===== src/rtl/fitness_eval.sv =====
// Sweeps every input pattern through the phenotype circuit and counts mismatching output bits.
// Optional early abort (fitness forced to all-ones) is built when EARLY_ABORT_EN is defined.
module fitness_eval #(
    parameter int         primaryInputCount  = 8,
    parameter int         geneResultBit      = 2,
    parameter int         evalLatency        = 1,
    parameter logic [2:0] fitness_controller = 3'b001,
    parameter int         abortLimit         = 16
) (
    input  logic                         CLOCK_50,
    input  logic                         reset,
    input  logic [2:0]                   state_controller,
    input  logic                         geneReady,
    input  logic [geneResultBit-1:0]     circuitOut,
    input  logic [geneResultBit-1:0]     targetIn,
    output logic [primaryInputCount-1:0] patternOut,
    output logic [primaryInputCount+1:0] fitness,
    output logic                         fitnessReady,
    output logic                         busy,
    output logic [2:0]                   o_dbg_state
);

    localparam int FW = primaryInputCount + 2;
    localparam int SW = FW + 1;
    localparam int PW = $clog2(geneResultBit + 1);
    localparam int WW = $clog2(evalLatency + 1);

`ifdef EARLY_ABORT_EN
    localparam bit ABORT_EN = 1'b1;
`else
    localparam bit ABORT_EN = 1'b0;
`endif

    typedef enum logic [2:0] {
        IDLE   = 3'd0,
        DRIVE  = 3'd1,
        WAIT   = 3'd2,
        SAMPLE = 3'd3,
        DONE   = 3'd4
    } state_t;

    state_t                      r_state;
    logic [primaryInputCount-1:0] r_patternOut;
    logic [FW-1:0]               r_fitness;
    logic                        r_fitnessReady;
    logic                        r_busy;
    logic [FW-1:0]               r_errCount;
    logic [WW-1:0]               r_waitCnt;

    logic                        w_enabled;
    logic [PW-1:0]               w_pop;
    logic [SW-1:0]               w_sum;
    logic [FW-1:0]               w_sat;
    logic                        w_last;
    logic                        w_abort;

    function automatic logic [PW-1:0] popcount(input logic [geneResultBit-1:0] v);
        logic [PW-1:0] c;
        c = '0;
        for (int i = 0; i < geneResultBit; i++) begin
            c = c + PW'(v[i]);
        end
        return c;
    endfunction

    assign w_enabled = (state_controller == fitness_controller);
    assign w_pop     = popcount(circuitOut ^ targetIn);
    assign w_sum     = {1'b0, r_errCount} + SW'(w_pop);
    // The count sticks at all-ones rather than wrapping past the top.
    assign w_sat     = w_sum[FW] ? {FW{1'b1}} : w_sum[FW-1:0];
    assign w_last    = (r_patternOut == {primaryInputCount{1'b1}});
    assign w_abort   = ABORT_EN && (int'(w_sat) > abortLimit);

    always_ff @(posedge CLOCK_50 or posedge reset) begin
        if (reset) begin
            r_state        <= IDLE;
            r_patternOut   <= '0;
            r_fitness      <= '0;
            r_fitnessReady <= 1'b0;
            r_busy         <= 1'b0;
            r_errCount     <= '0;
            r_waitCnt      <= '0;
        end else if (!w_enabled) begin
            // Losing the enable abandons the sweep; no partial result is published.
            r_state        <= IDLE;
            r_patternOut   <= '0;
            r_fitnessReady <= 1'b0;
            r_busy         <= 1'b0;
            r_errCount     <= '0;
            r_waitCnt      <= '0;
        end else begin
            case (r_state)
                IDLE: begin
                    if (geneReady) begin
                        r_state      <= DRIVE;
                        r_patternOut <= '0;
                        r_errCount   <= '0;
                        r_busy       <= 1'b1;
                    end
                end
                DRIVE: begin
                    r_waitCnt <= WW'(evalLatency);
                    r_state   <= WAIT;
                end
                WAIT: begin
                    if (r_waitCnt <= WW'(1)) begin
                        r_waitCnt <= '0;
                        r_state   <= SAMPLE;
                    end else begin
                        r_waitCnt <= r_waitCnt - WW'(1);
                    end
                end
                SAMPLE: begin
                    r_errCount <= w_sat;
                    if (w_abort) begin
                        r_fitness      <= {FW{1'b1}};
                        r_fitnessReady <= 1'b1;
                        r_busy         <= 1'b0;
                        r_state        <= DONE;
                    end else if (w_last) begin
                        r_fitness      <= w_sat;
                        r_fitnessReady <= 1'b1;
                        r_busy         <= 1'b0;
                        r_state        <= DONE;
                    end else begin
                        r_patternOut <= r_patternOut + 1'b1;
                        r_state      <= DRIVE;
                    end
                end
                DONE: begin
                    if (!geneReady) begin
                        r_fitnessReady <= 1'b0;
                        r_state        <= IDLE;
                    end
                end
                default: begin
                    r_state <= IDLE;
                end
            endcase
        end
    end

    assign patternOut   = r_patternOut;
    assign fitness      = r_fitness;
    assign fitnessReady = r_fitnessReady;
    assign busy         = r_busy;
    assign o_dbg_state  = r_state;

endmodule


===== config.mk =====
export PLATFORM = sky130hd
export DESIGN_NAME = fitness_eval
export DESIGN_NICKNAME = d
export VERILOG_FILES = /design/src/rtl/fitness_eval.sv
export SDC_FILE = /design/constraint.sdc
export NUM_CORES = 1
export LEC_CHECK = 0
export ABC_CLOCK_PERIOD_IN_PS = 4500
export CORE_MARGIN = 3
export CORE_UTILIZATION = 25
export CTS_CLUSTER_SIZE = 24
export DETAILED_ROUTE_END_ITERATION = 7
export GPL_TIMING_DRIVEN = 0
export MAX_ROUTING_LAYER = met4
export RECOVER_POWER = 50
export SLEW_MARGIN = 15
export SYNTH_ARGS = -nofsm -noshare
export SYNTH_HDL_FRONTEND = slang
export SYNTH_SLANG_ARGS = --single-unit

===== constraint.sdc =====
create_clock -name CLOCK_50 -period 4.5 [get_ports CLOCK_50]
set_input_delay 0.9 -clock CLOCK_50 [delete_from_list [all_inputs] [get_ports CLOCK_50]]
set_output_delay 0.9 -clock CLOCK_50 [all_outputs]
set_load 0.05 [all_outputs]

==> flow_summary.yaml <==
floorplan:
  rows: 30
  die_y_microns: 92.2
  io_pins: 33
  core-area_sq_um: 7020
  dieWidth_microns: 92.2
  die_area_sq_um: 8510
  start_util_pct: 26.5
grt:
  grt_pass1_vias: 1480
  grt_max_degree: 34
  grtUsageTotal_pct: 10.9
  use_met2_pct: 15.4
  use_met3_pct: 3.69
  busiest_layer: "met2"
  antenna_found_initial: 0
  globalRouteOverflowTotal: 0
  grt_pass1_wl_mm: 7.22
  global_route.usage.met1_pct: 14.2
worst_setup_path:
  start_kind: "input port"
  crit_type: "in -> reg"
  critPathSlowestCell: "or3_1"
  worst_path_dominant_cell_family: "buffers and inverters"
  critPathBufInv: 3
  crit_chain: "clkdlybuf4s50_1 -> xnor2_1 -> fa_1 -> inv_1 -> ha_1 -> nand2_1 -> or3_1 -> clkbuf_1 -> o21ai_0 -> a22o_1"
  cp.arrival_ns: 3.32
  crit_fanout: 10
  cpPeakStageDelay_ns: 0.48
  critPathRequiredTime_ns: 4.73
  critPathCaptureType: "register"
yosys:
  syn_nets: 197
  netlist_instances: 184
  synthDistinctLibCells: 43
  postSynthRegisterBits: 33
  netlist_area_sq_um: 1860
  ys_warn_count: 0
  synth_area_leaders: "dfrtp_1 44%, mux2_4 6.5%, a22o_1 3.3%"
  synth-seq-area-share_pct: 44.4
  synth_top_area_share_pct: 44.4
  ys.flop_type: "dfrtp_1"
  synth.largest_area_cell: "dfrtp_1"
  synthArstFlopShare_pct: 100
  synth_edf_count: 0
  syn_avg_cell_area_sq_um: 10.1
final_layout:
  layout_commonest_cell: "dfrtp_1"
  n_antenna_cell: 0
  nets: 236
  area_growth_pct: 27.9
  final_cell_mix: "33 x dfrtp_1, 22 x clkdlybuf4s50_1, 14 x nand2_1, 12 x nor2_1, 11 x o21ai_0"
  drive_above_1_share_pct: 10.3
status:
  status: "completed"
sta:
  worst-slew-pin-transition_ns: 1.28
  maxSlewViolCount: 0
  finalHoldViolations: 0
  finClkSkew_ns: 0.00869
  fin_crit_sh_pct: 68.7
  setup_viol: 0
  finalSetupTns_ns: 0
  fin_hold_ws_ns: 0.495
  period_minus_slack_ns: 3.09
  timing.fmax_ghz: 0.324
  max_slew_margin_pct: 14.8
  rsz0062_at_grt: "no"
pwr:
  p_seq_share_pct: 52.9
  p_leak_nw: 1.09
  p_sw_share_pct: 23.0
  power_switching_mw: 0.131
  vdd_drop_max_uv: 89.6
  clkPwrFrac_pct: 39.9
  p_int_mw: 0.436
  power.share.combinational_pct: 7.2
  powerDensity_nw_per_um2: 238
cts:
  clock-sinks: 33
  clkTransAtPathRegs_ns: 0.07
  ctsResizeCount: 0
  htreeDepth: 2
  post_cts_buffers: 0
  cts_root_buf: "clkbuf_8"
  clock_latency_ns: 0.29
  cts_buffers: 5
  ctsHoldBuffers: 0
  clock_path_buffers: 2
  cts_tree: "yes"
job:
  max_cap_viol_count: 0
detailed_routing:
  viasPerCell: 4.72
  ant_nets: 0
  post_drt_wl_per_cell_microns: 13.1
  first_pass_iters: 4
  drt_iter0_markers: 142
  vias: 1507
  drc: 0
  wl_mm: 4.18
place:
  post-dp-hpwl_mm: 2.99
  port_buffers: 32
  gp_congestion: 0.748
min_path:
  hp-class: "reg -> reg"
==> power by group through the flow <==
stage / clock network, mW / registers [mW] / logic [mW]
floorplan: 0 / 0.310 / 0.0211
global placement: 0 / 0.306 / 0.0429
detailed placement: 0 / 0.306 / 0.0431
CTS: 0.233 / 0.300 / 0.0433
global route: 0.247 / 0.300 / 0.0463
finish: 0.226 / 0.300 / 0.0410
==> state kept, by name, indices dropped and copies added, names as in the netlist <==
name / count
patternOut: 8
o_dbg_state: 3
fitnessReady: 1
busy: 1
r_errCount: 10
fitness: 10
==> synth_stat cells (3+ instances only) <==
cell and count:
o2bb2ai_1 4, nand3_1 8, dfrtp_1 33, o22a_1 3
a22o_1 7, mux2i_1 3, mux2_4 8, or3_1 4
nand2_1 14, and2_1 4, a21oi_1 5, inv_1 9
nor3_1 5, o21ai_0 11, clkbuf_1 6, nor2_1 12
o22ai_1 6, and3_1 3, xnor2_1 6, a21o_1 3
==> kinds of logic after synthesis <==
kind of cell	Yosys count	synth area share [%]
AND/OR/NAND/NOR	62	18.0
AO/OA/AOI/OAI	48	18.0
flip-flops	33	44.4
buffers and inverters	18	4.51
multiplexers	13	9.29
XOR/XNOR	7	3.30
adder cells (fa/ha/maj)	3	2.42
==> final timing paths <==
check / endpoint / cells after the start / from / slack, ns
max in group asynchronous: r_errCount[8] / 2 / reset / 2.33
hold reg to reg: fitnessReady / 1 / fitnessReady / 0.50
setup reg to reg: r_errCount[3] / 9 / r_errCount[0] / 2.15
min in group asynchronous: fitness[3] / 2 / reset / 1.40
hold / removal: fitnessReady / 1 / fitnessReady / 0.50
setup / recovery: r_errCount[3] / 10 / targetIn[0] / 1.41
==> layout make-up <==
class                      count  area [sq um]
fill                         737          4640
sequential                    33           826
timing repair buffer          32           320
multi-input combinational    133           950
inverter                       9          33.8
tap                           96           120
clock buffer                   7          86.3
buffer                         9          42.5
==> worst reg2reg max path: cells and delay by family (launching register included) <==
kind            cells  cell delay (ns)
compound gates      2             0.29
fa+ha+maj           2             0.67
buf+inv             3             0.40
flops               1             0.35
simple gates        2             0.58
==> per-stage QoR <==
| step | util [%] | total power, mW | cells | instance area [sq um] | setup slack [ns] |
|---|---|---|---|---|---|
| floorplan | - | 0.331 | 184 | 1860 | 1.72 |
| global placement | 32.8 | 0.348 | 312 | 2300 | 1.13 |
| detailed placement | 32.8 | 0.349 | 312 | 2300 | 1.12 |
| CTS | 34.0 | 0.577 | 319 | 2390 | 1.41 |
| global route | 33.9 | 0.593 | 319 | 2380 | 1.23 |
| finish | 33.9 | 0.567 | 319 | 2380 | 1.41 |
==> routing by layer <==
layer	up-vias	routed length, microns
li1	744	-
met1	720	2020
met2	39	1830
met3	4	268
met4	0	56
met5	-	0
(Power assumes the default switching activity.)
